===== config.mk =====
export PLATFORM = sky130hd
export DESIGN_NAME = uart_temp_rx
export DESIGN_NICKNAME = d
export VERILOG_FILES = /design/src/rtl/uart_temp_pkg.sv /design/src/rtl/uart_rx_byte.sv /design/src/rtl/uart_temp_rx.sv
export SDC_FILE = /design/constraint.sdc
export NUM_CORES = 1
export LEC_CHECK = 0
export ABC_AREA = 0
export CORE_MARGIN = 5
export CORE_UTILIZATION = 59
export DETAILED_ROUTE_END_ITERATION = 8
export PLACE_DENSITY_LB_ADDON = 0.05
export SLEW_MARGIN = 20
export SYNTH_ARGS = -nofsm -noshare
export SYNTH_HDL_FRONTEND = slang
export SYNTH_SLANG_ARGS = --single-unit

===== constraint.sdc =====
create_clock -name clk -period 5.1 [get_ports clk]
set_clock_uncertainty 0.05 [all_clocks]
set_input_delay 0.51 -clock clk [delete_from_list [all_inputs] [get_ports clk]]
set_output_delay 0.51 -clock clk [all_outputs]
set_load 0.02 [all_outputs]

===== src/rtl/uart_temp_pkg.sv =====
// Shared definitions for the temperature-link UART receiver: default line
// timing, ASCII constants, state encodings and the hex-digit decoder.
// Build option: define LOWER_HEX_EN to also accept 'a'-'f' as hex digits.
package uart_temp_pkg;

    localparam int CLK_FREQ_DEF  = 50_000_000;
    localparam int BAUD_RATE_DEF = 115_200;

    localparam logic [7:0] CR      = 8'h0D;
    localparam logic [7:0] LF      = 8'h0A;
    localparam logic [7:0] ZERO    = 8'h30;
    localparam logic [7:0] UPPER_A = 8'h41;
    localparam logic [7:0] LOWER_A = 8'h61;

    typedef enum logic [2:0] {
        RX_IDLE,
        RX_START,
        RX_DATA,
        RX_STOP,
        RX_BRK
    } rx_state_e;

    typedef enum logic [1:0] {
        P_COLLECT,
        P_GOT_CR,
        P_DISCARD
    } parse_state_e;

    typedef struct packed {
        logic       ok;
        logic [3:0] nib;
    } hex_t;

    // Map an ASCII character to its nibble; ok is low for non-digits.
    function automatic hex_t hex_decode(input logic [7:0] c);
        hex_t r;
        r.ok  = 1'b0;
        r.nib = 4'h0;
        if (c >= ZERO && c <= (ZERO + 8'd9)) begin
            r.ok  = 1'b1;
            r.nib = 4'(c - ZERO);
        end else if (c >= UPPER_A && c <= (UPPER_A + 8'd5)) begin
            r.ok  = 1'b1;
            r.nib = 4'(c - UPPER_A + 8'd10);
        end
`ifdef LOWER_HEX_EN
        else if (c >= LOWER_A && c <= (LOWER_A + 8'd5)) begin
            r.ok  = 1'b1;
            r.nib = 4'(c - LOWER_A + 8'd10);
        end
`endif
        return r;
    endfunction

endpackage


===== src/rtl/uart_rx_byte.sv =====
// 8N1 byte receiver: input synchroniser, start-bit qualification, mid-bit
// sampling, and a registered byte strobe or framing-error strobe.
// A low stop bit parks the receiver until the line returns high (break).
module uart_rx_byte
    import uart_temp_pkg::*;
#(
    parameter int CLKS_PER_BIT = CLK_FREQ_DEF / BAUD_RATE_DEF
) (
    input  logic       clk,
    input  logic       reset,
    input  logic       uart_rx_i,
    output logic [7:0] rx_byte_o,
    output logic       rx_byte_valid_o,
    output logic       frame_err_o
);

    localparam logic [8:0] HALF_LAST = 9'(CLKS_PER_BIT / 2 - 1);
    localparam logic [8:0] FULL_LAST = 9'(CLKS_PER_BIT - 1);

    // sync_q[1] is the synchronised line, sync_q[2] its one-cycle delay
    logic [2:0] sync_q;
    logic       rx_s;
    logic       fall;

    rx_state_e  state_q, state_d;
    logic [8:0] timer_q, timer_d;
    logic [2:0] bit_idx_q, bit_idx_d;
    logic [7:0] shift_q, shift_d;
    logic [7:0] byte_q, byte_d;
    logic       valid_q, valid_d;
    logic       ferr_q, ferr_d;

    assign rx_s = sync_q[1];
    assign fall = sync_q[2] & ~sync_q[1];

    // Two-flop synchroniser plus edge-detect delay; idles high.
    always_ff @(posedge clk) begin
        if (reset) begin
            sync_q <= 3'b111;
        end else begin
            sync_q <= {sync_q[1:0], uart_rx_i};
        end
    end

    // Receiver state, bit timer, shift register and output registers.
    always_ff @(posedge clk) begin
        if (reset) begin
            state_q   <= RX_IDLE;
            timer_q   <= '0;
            bit_idx_q <= '0;
            shift_q   <= '0;
            byte_q    <= '0;
            valid_q   <= 1'b0;
            ferr_q    <= 1'b0;
        end else begin
            state_q   <= state_d;
            timer_q   <= timer_d;
            bit_idx_q <= bit_idx_d;
            shift_q   <= shift_d;
            byte_q    <= byte_d;
            valid_q   <= valid_d;
            ferr_q    <= ferr_d;
        end
    end

    // Next-state logic: half-bit qualify the start, then sample each bit centre.
    always_comb begin
        state_d   = state_q;
        timer_d   = timer_q + 9'd1;
        bit_idx_d = bit_idx_q;
        shift_d   = shift_q;
        byte_d    = byte_q;
        valid_d   = 1'b0;
        ferr_d    = 1'b0;
        unique case (state_q)
            RX_IDLE: begin
                timer_d = '0;
                if (fall) begin
                    state_d = RX_START;
                end
            end
            RX_START: begin
                if (timer_q == HALF_LAST) begin
                    timer_d = '0;
                    if (rx_s) begin
                        state_d = RX_IDLE;
                    end else begin
                        state_d   = RX_DATA;
                        bit_idx_d = '0;
                    end
                end
            end
            RX_DATA: begin
                if (timer_q == FULL_LAST) begin
                    timer_d   = '0;
                    shift_d   = {rx_s, shift_q[7:1]};
                    bit_idx_d = bit_idx_q + 3'd1;
                    if (bit_idx_q == 3'd7) begin
                        state_d = RX_STOP;
                    end
                end
            end
            RX_STOP: begin
                if (timer_q == FULL_LAST) begin
                    timer_d = '0;
                    if (rx_s) begin
                        byte_d  = shift_q;
                        valid_d = 1'b1;
                        state_d = RX_IDLE;
                    end else begin
                        ferr_d  = 1'b1;
                        state_d = RX_BRK;
                    end
                end
            end
            RX_BRK: begin
                timer_d = '0;
                if (rx_s) begin
                    state_d = RX_IDLE;
                end
            end
            default: begin
                state_d = RX_IDLE;
            end
        endcase
    end

    assign rx_byte_o       = byte_q;
    assign rx_byte_valid_o = valid_q;
    assign frame_err_o     = ferr_q;

endmodule


===== src/rtl/uart_temp_rx.sv =====
// Temperature-link receiver top: byte receiver plus the ASCII line parser
// that turns "HHHH<CR><LF>" lines into a held value with a one-cycle strobe.
// Build option: define LOWER_HEX_EN to also accept 'a'-'f' as hex digits.
module uart_temp_rx
    import uart_temp_pkg::*;
#(
    parameter int CLK_FREQ   = CLK_FREQ_DEF,
    parameter int BAUD_RATE  = BAUD_RATE_DEF,
    parameter int NUM_DIGITS = 4
) (
    input  logic                    clk,
    input  logic                    reset,
    input  logic                    uart_rx_i,
    output logic [7:0]              rx_byte_o,
    output logic                    rx_byte_valid_o,
    output logic [4*NUM_DIGITS-1:0] value_o,
    output logic                    value_valid_o,
    output logic                    frame_err_o,
    output logic                    parse_err_o
);

    localparam int         CLKS_PER_BIT = CLK_FREQ / BAUD_RATE;
    localparam int         VAL_W        = 4 * NUM_DIGITS;
    localparam logic [2:0] DIGITS       = 3'(NUM_DIGITS);

    logic [7:0] rx_byte_w;
    logic       rx_valid_w;
    logic       frame_err_w;
    hex_t       hex_w;

    parse_state_e     pstate_q, pstate_d;
    logic [VAL_W-1:0] acc_q, acc_d;
    logic [2:0]       cnt_q, cnt_d;
    logic [VAL_W-1:0] value_q, value_d;
    logic             vvalid_q, vvalid_d;
    logic             perr_q, perr_d;

    uart_rx_byte #(
        .CLKS_PER_BIT(CLKS_PER_BIT)
    ) u_rx (
        .clk            (clk),
        .reset          (reset),
        .uart_rx_i      (uart_rx_i),
        .rx_byte_o      (rx_byte_w),
        .rx_byte_valid_o(rx_valid_w),
        .frame_err_o    (frame_err_w)
    );

    assign hex_w = hex_decode(rx_byte_w);

    // Parser state, accumulator, digit count and registered outputs.
    always_ff @(posedge clk) begin
        if (reset) begin
            pstate_q <= P_COLLECT;
            acc_q    <= '0;
            cnt_q    <= '0;
            value_q  <= '0;
            vvalid_q <= 1'b0;
            perr_q   <= 1'b0;
        end else begin
            pstate_q <= pstate_d;
            acc_q    <= acc_d;
            cnt_q    <= cnt_d;
            value_q  <= value_d;
            vvalid_q <= vvalid_d;
            perr_q   <= perr_d;
        end
    end

    // Line grammar: digits, CR, LF; first bad byte reports, rest of line ignored.
    always_comb begin
        pstate_d = pstate_q;
        acc_d    = acc_q;
        cnt_d    = cnt_q;
        value_d  = value_q;
        vvalid_d = 1'b0;
        perr_d   = 1'b0;
        if (frame_err_w) begin
            // A corrupted byte poisons the line silently until the next LF
            pstate_d = P_DISCARD;
        end else if (rx_valid_w) begin
            unique case (pstate_q)
                P_COLLECT: begin
                    if (hex_w.ok) begin
                        if (cnt_q == DIGITS) begin
                            perr_d   = 1'b1;
                            pstate_d = P_DISCARD;
                        end else begin
                            acc_d = {acc_q[VAL_W-5:0], hex_w.nib};
                            cnt_d = cnt_q + 3'd1;
                        end
                    end else if (rx_byte_w == CR) begin
                        if (cnt_q == DIGITS) begin
                            pstate_d = P_GOT_CR;
                        end else begin
                            perr_d   = 1'b1;
                            pstate_d = P_DISCARD;
                        end
                    end else if (rx_byte_w == LF) begin
                        // LF already marks a line start, so resync in place
                        perr_d = 1'b1;
                        cnt_d  = '0;
                    end else begin
                        perr_d   = 1'b1;
                        pstate_d = P_DISCARD;
                    end
                end
                P_GOT_CR: begin
                    if (rx_byte_w == LF) begin
                        value_d  = acc_q;
                        vvalid_d = 1'b1;
                        cnt_d    = '0;
                        pstate_d = P_COLLECT;
                    end else begin
                        perr_d   = 1'b1;
                        pstate_d = P_DISCARD;
                    end
                end
                P_DISCARD: begin
                    if (rx_byte_w == LF) begin
                        cnt_d    = '0;
                        pstate_d = P_COLLECT;
                    end
                end
                default: begin
                    pstate_d = P_COLLECT;
                end
            endcase
        end
    end

    assign rx_byte_o       = rx_byte_w;
    assign rx_byte_valid_o = rx_valid_w;
    assign frame_err_o     = frame_err_w;
    assign value_o         = value_q;
    assign value_valid_o   = vvalid_q;
    assign parse_err_o     = perr_q;

endmodule


==> reports/qor.yml, run 1 <==
drc_errors: 0
p_leak_nw: 1.36
ios: 31
place_ws_ns: 2.46
startpoint_type: "register"
setup_ws_ns: 2.42
n_antenna_cell: 0
grt_pass1_vias: 2508
track_usage_pct: 19.8
synth_top_area_share_pct: 45.4
synthCells: 393
p_per_area_mw_per_mm2: 276
hold_viol_final: 0
num_rows: 27
syn-num-nets: 411
setup_violations: 0
wl_per_cell_um: 13.7
cts_hold_buffers: 0
cap_violations: 0
die_y_um: 84.9
tritoncts: "done"
numCtsBuffers: 9
num_vias: 2701
max_stage_delay_ns: 0.86
clock_path_buffers: 2
slowest_stage: "a21oi_1"
viasPerCell: 5.52
status: "complete, no violations"
final.setup.tns_ns: 0
start_util_pct: 60.4
clk_pin_slew_ns: 0.08
synth_area_leaders: "dfxtp_1, a21oi_1, nand2_1, ha_1, nor2_1"
die-area_mm2: 0.00720
rsz0062_at_grt: "false"
antenna_found_initial: 0
coreArea_mm2: 0.00547
critical_path.max_fanout: 15
synth_ff_type: "dfxtp_1"
h-tree-depth: 3
nFillCells: 486
dp_cells: 473
io_buffers: 30
crit_chain: "inv_1 > ha_1 > nor3b_1 > a31oi_1 > a21oi_1 > o21ai_0 > o31ai_1"
fin_crit_sh_pct: 52.5
r2r_setup_slack_ns: 2.42
synth_edf_count: 0
critical_path.top_delay_family: "compound AO/OA/AOI/OAI gates"
worstSetupPathType: "register to register"
final_util_pct: 69.3
post_cts_buffers: 0
critPathRequiredTime_ns: 5.30
grt_max_degree: 67
final_max_slew_viol_count: 0
timing.fmax_mhz: 373
antenna_left: 0
cts.sink_count: 75
worst_pin_slew_ns: 1.02
synth.avg_cell_area_um2: 8.41
mostFrequentLayoutCell: "dfxtp_1"
ys_async_sr_fraction_pct: 0
finalPower_mw: 1.05
stdcell_count: 489
cts_root_buf: "clkbuf_8"
syn_to_final_growth_pct: 14.6
final_nets: 430
hold_path.class: "register to register"
dp_hpwl_um: 4520
firstDrtPassIters: 4
seq_area_frac_synth_pct: 45.4
drive_above_1_share_pct: 6.24
cp.arrival_ns: 2.88
fp.dieW_um: 84.9
synth_warnings: 0
synthesis.area_mm2: 0.00331
first_iter_violations: 194
clk_latency_ns: 0.34
ys_ff_latch: 75
peakVddDrop_mv: 0.197
grt-ovfl-total: 0
max_slew_margin_pct: 31.7
synth.distinct_cells: 51
finalWirelength_um: 6710
cp.buffers_inverters: 1
end_kind: "register"
grt_pass1_wl_um: 11600
cts-resized-gates: 0
finalCriticalPeriod_ns: 2.68
layout_common_cells: "dfxtp_1, nand2_1, a21oi_1, nor2_1, clkdlybuf4s50_1"
synth_area_leader_cell: "dfxtp_1"
gp_congestion: 0.793
## final timing paths
path / start / endpoint / cells after the start
max: u_rx.rx_byte_o[1] / cnt_q[0] / 7
min: u_rx.sync_q[0] / u_rx.sync_q[1] / 1
max reg2reg: u_rx.rx_byte_o[1] / cnt_q[0] / 7
min reg2reg: u_rx.sync_q[0] / u_rx.sync_q[1] / 1
## Yosys cell counts, types with 5 or more instances
cell type	instances
clkbuf_1	15
dfxtp_1	75
a21oi_1	45
ha_1	15
mux2i_1	8
nor3_1	5
nand3_1	24
inv_1	15
and3_1	8
nand2_1	58
nor2_1	36
o21ai_0	18
## metrics by stage
stage | hold WS [ns] | area, µm²
5_1_grt | 0.401 | 3790
6_report | 0.362 | 3790
2_1_floorplan | 0.339 | 3310
3_3_place_gp | 0.341 | 3590
3_5_place_dp | 0.349 | 3590
4_1_cts | 0.367 | 3790
## cells by family (layout without fill, tap and decap cells)
logic type               after synthesis  in the layout  share of synthesized area, %
XOR/XNOR                               7              7                          1.85
AO/OA/AOI/OAI                         90             90                          16.5
buffers and inverters                 38             62                          4.73
multiplexers                           9              9                          2.76
flip-flops                            75             75                          45.4
adder cells (fa/ha/maj)               15             15                          5.68
AND/OR/NAND/NOR                      159            159                          23.0
## power breakdown
part | switching (mW) | internal (mW)
sequential | 0.00215 | 0.587
clock | 0.217 | 0.224
combinational | 0.0114 | 0.00506
## metal layers
layer,part of all wire [%],global-route usage (%)
met1,51,28.5
met5,0,0
met2,43,29.1
met4,1.2,6.04
met3,4.2,5.53
## flip-flops by register name, indices dropped and copies added, names as in the netlist
signal / count
u_rx.sync_q: 3
u_rx.rx_byte_valid_o: 1
cnt_q: 3
pstate_q: 2
u_rx.timer_q: 9
u_rx.state_q: 3
parse_err_o: 1
u_rx.frame_err_o: 1
acc_q: 16
u_rx.rx_byte_o: 8
value_o: 16
value_valid_o: 1
u_rx.bit_idx_q: 3
u_rx.shift_q: 8
## area by class of cell
cell class                      count  area, µm²  area share [%]
Clock buffer                        9        124            3.27
Clock inverter                      7       68.8            1.82
Inverter                           16       60.1            1.58
Multi-Input combinational cell    280       1650            43.5
Sequential cell                    75       1500            39.6
Tap cell                           72       90.1            2.38
Timing Repair Buffer               30        298            7.86
No activity file was read; power rests on OpenSTA's default activity.
==> run 2: changes to the inputs <==
CORE_UTILIZATION = 57   (was 59)
clock period = 2.7 ns   (was 5.1 ns; I/O delays follow)
==> run 2 against run 1 <==
Final area is 1.3% higher. Sequential power rose by 88%. Total power grew 93%. Die area increased by 3.1%. Clock-buffer cell count grew 1.
==> reports/qor.yml, run 2 (synthesized netlist as in run 1, its figures left out) <==
track_usage_pct: 21.2  # +1.4 points
critPathRequiredTime_ns: 2.94  # -2.36 ns
end_kind: "register"
placed_area_mm2: 0.00363  # +1.0%
setup_violations: 0  # unchanged
clock_path_buffers: 2  # unchanged
antenna_found_initial: 0  # unchanged
mostFrequentLayoutCell: "dfxtp_1"
rsz0062_at_grt: "false"
holdCritStartpoint: "reset"
io_buffers: 30  # unchanged
final.setup.tns_ns: 0  # unchanged
finalWirelength_um: 7260  # +8.2%
h-tree-depth: 3  # unchanged
regToRegStartpoint: "u_rx.rx_byte_o[0]"
clk_latency_ns: 0.36  # +0.02 ns
gp_congestion: 0.875  # +10%
cts_hold_buffers: 0  # unchanged
startpoint_type: "register"
die-area_mm2: 0.00742  # +3.1%
grt_pass1_wl_um: 12600  # +8.8%
drc_errors: 0  # unchanged
antenna_left: 0  # unchanged
final_nets: 435  # +1.2%
tritoncts: "done"
hold_path_end: "u_rx.rx_byte_o[3]"
p_per_area_mw_per_mm2: 527  # +91%
die_y_um: 86.2  # +1.5%
syn_to_final_growth_pct: 16.1
final_util_pct: 68.8  # -0.41 points
timing.fmax_mhz: 393  # +5.2%
seq_area_mm2: 0.00150  # unchanged
fin_crit_sh_pct: 94.3  # +42 points
final_max_slew_viol_count: 0  # unchanged
wl_per_cell_um: 14.7  # +7.1%
nFillCells: 469  # -3.5%
max_slew_margin_pct: 52.2  # +21 points
cts_root_buf: "clkbuf_8"
num_rows: 27  # unchanged
drive_above_1_share_pct: 7.58  # +1.3 points
peakVddDrop_mv: 0.390  # +98%
cts.sink_count: 75  # unchanged
cp.arrival_ns: 2.78  # -0.10 ns
holdPathStages: 2  # +1
dp_cells: 478  # +1.1%
stdcell_count: 494  # +1.0%
grt_pass1_vias: 2703  # +7.8%
r2r_cells: 8  # +1
grt-ovfl-total: 0  # unchanged
coreArea_mm2: 0.00557  # +1.9%
n_antenna_cell: 0  # unchanged
holdWs_ns: 0.186  # -0.176 ns
start_util_pct: 59.3  # -1.1 points
fp.dieW_um: 86.2  # +1.5%
clk_pin_slew_ns: 0.07  # about the same
num_vias: 2837  # +5.0%
hold_path.class: "primary input to register"
hold_viol_final: 0  # unchanged
cap_violations: 0  # unchanged
crit-reg2reg-capture: "acc_q[12]"
worst_pin_slew_ns: 0.714  # -0.310 ns
layout_common_cells: "dfxtp_1, nand2_1, a21oi_1, nor2_1, clkdlybuf4s50_1"
p_leak_nw: 1.39  # +2.1%
grt_max_degree: 29  # -57%
firstDrtPassIters: 7  # +3
r2r_setup_slack_ns: 0.15  # -2.27 ns
multi_input_area_mm2: 0.00165  # +0.23%
fin_area_mm2: 0.00384  # +1.3%
finalCriticalPeriod_ns: 2.55  # -0.131 ns
numCtsBuffers: 9  # unchanged
critical_path.max_fanout: 13  # -2
ios: 31  # unchanged
worstSetupPathType: "register to register"
dp_hpwl_um: 4910  # +8.5%
viasPerCell: 5.74  # +4.0%
status: "complete, no violations"
first_iter_violations: 185  # -4.6%
==> run 2: changes by cell type in the layout (fill, tap and decap cells not counted) <==
cell      previous run  this run
buf_4                1         5
inv_6                0         1
clkinv_4             1         0
clkbuf_8             9        10
clkinv_2             3         2
buf_2                0         1
a21oi_2              0         1
a21oi_1             45        44
==> run 2: worst max-delay path: stages, from the launching register on <==
cell and delay, ns:
dfxtp_1 0.48, inv_1 0.12, ha_1 0.23, nor3b_1 0.16, a31oi_1 0.48, a21o_1 0.50, buf_4 0.24, nand3_1 0.08
a21oi_1 0.15
==> run 2: cell type report <==
cell class              count  share of cell area, %
flip-flops and latches     75                   39.1
inverters                  16                   1.57
well taps                  72                   2.35
repair buffers             35                   8.67
clock inverters             6                   1.66
clock buffers              10                   3.59
multi-input cells         280                   43.0
==> run 2: what timing repair did <==
item / in CTS / in global routing
setup endpoints to repair: 1 / 0
setup buffers: 0 / 0
endpoints found under the hold margin: 0 / 0
gates resized for setup: 1 / 0
==> run 2: per-stage QoR <==
stage / power, mW / setup slack [ns]
finish: 2.02 / 0.153
global route: 2.10 / 0.0103
CTS: 2.04 / 0.224
detailed placement: 1.17 / 0.0843
global placement: 1.17 / 0.270
floorplan: 1.16 / 0.600
==> run 2: how the worst max path moves through the flow <==
stage	from	to	slack, ns	cells past startpoint
2_1_floorplan	u_rx.rx_byte_o[1]	pstate_q[0]	0.60	7
3_3_place_gp	u_rx.rx_byte_o[0]	cnt_q[0]	0.27	7
3_5_place_dp	u_rx.rx_byte_o[0]	cnt_q[0]	0.08	7
4_1_cts	u_rx.rx_byte_o[0]	acc_q[12]	0.22	8
5_1_grt	u_rx.rx_byte_o[0]	acc_q[14]	0.01	8
6_report	u_rx.rx_byte_o[0]	acc_q[12]	0.15	8
==> run 2: power breakdown <==
part / internal [mW] / leakage (nW) / switching (mW) / total (mW)
sequential: 1.11 / 0.605 / 0.00391 / 1.11
combinational: 0.0111 / 0.684 / 0.0229 / 0.0340
clock: 0.452 / 0.0987 / 0.424 / 0.876
total: 1.57 / 1.39 / 0.451 / 2.02
==> run 2: routing by layer <==
metal | up-vias | track usage, % | share of wire, %
li1 | 1405 | - | -
met1 | 1331 | 28.9 | 47
met2 | 87 | 31.7 | 45
met3 | 14 | 6.15 | 6.8
met4 | 0 | 8.06 | 1.6
met5 | - | 0 | 0
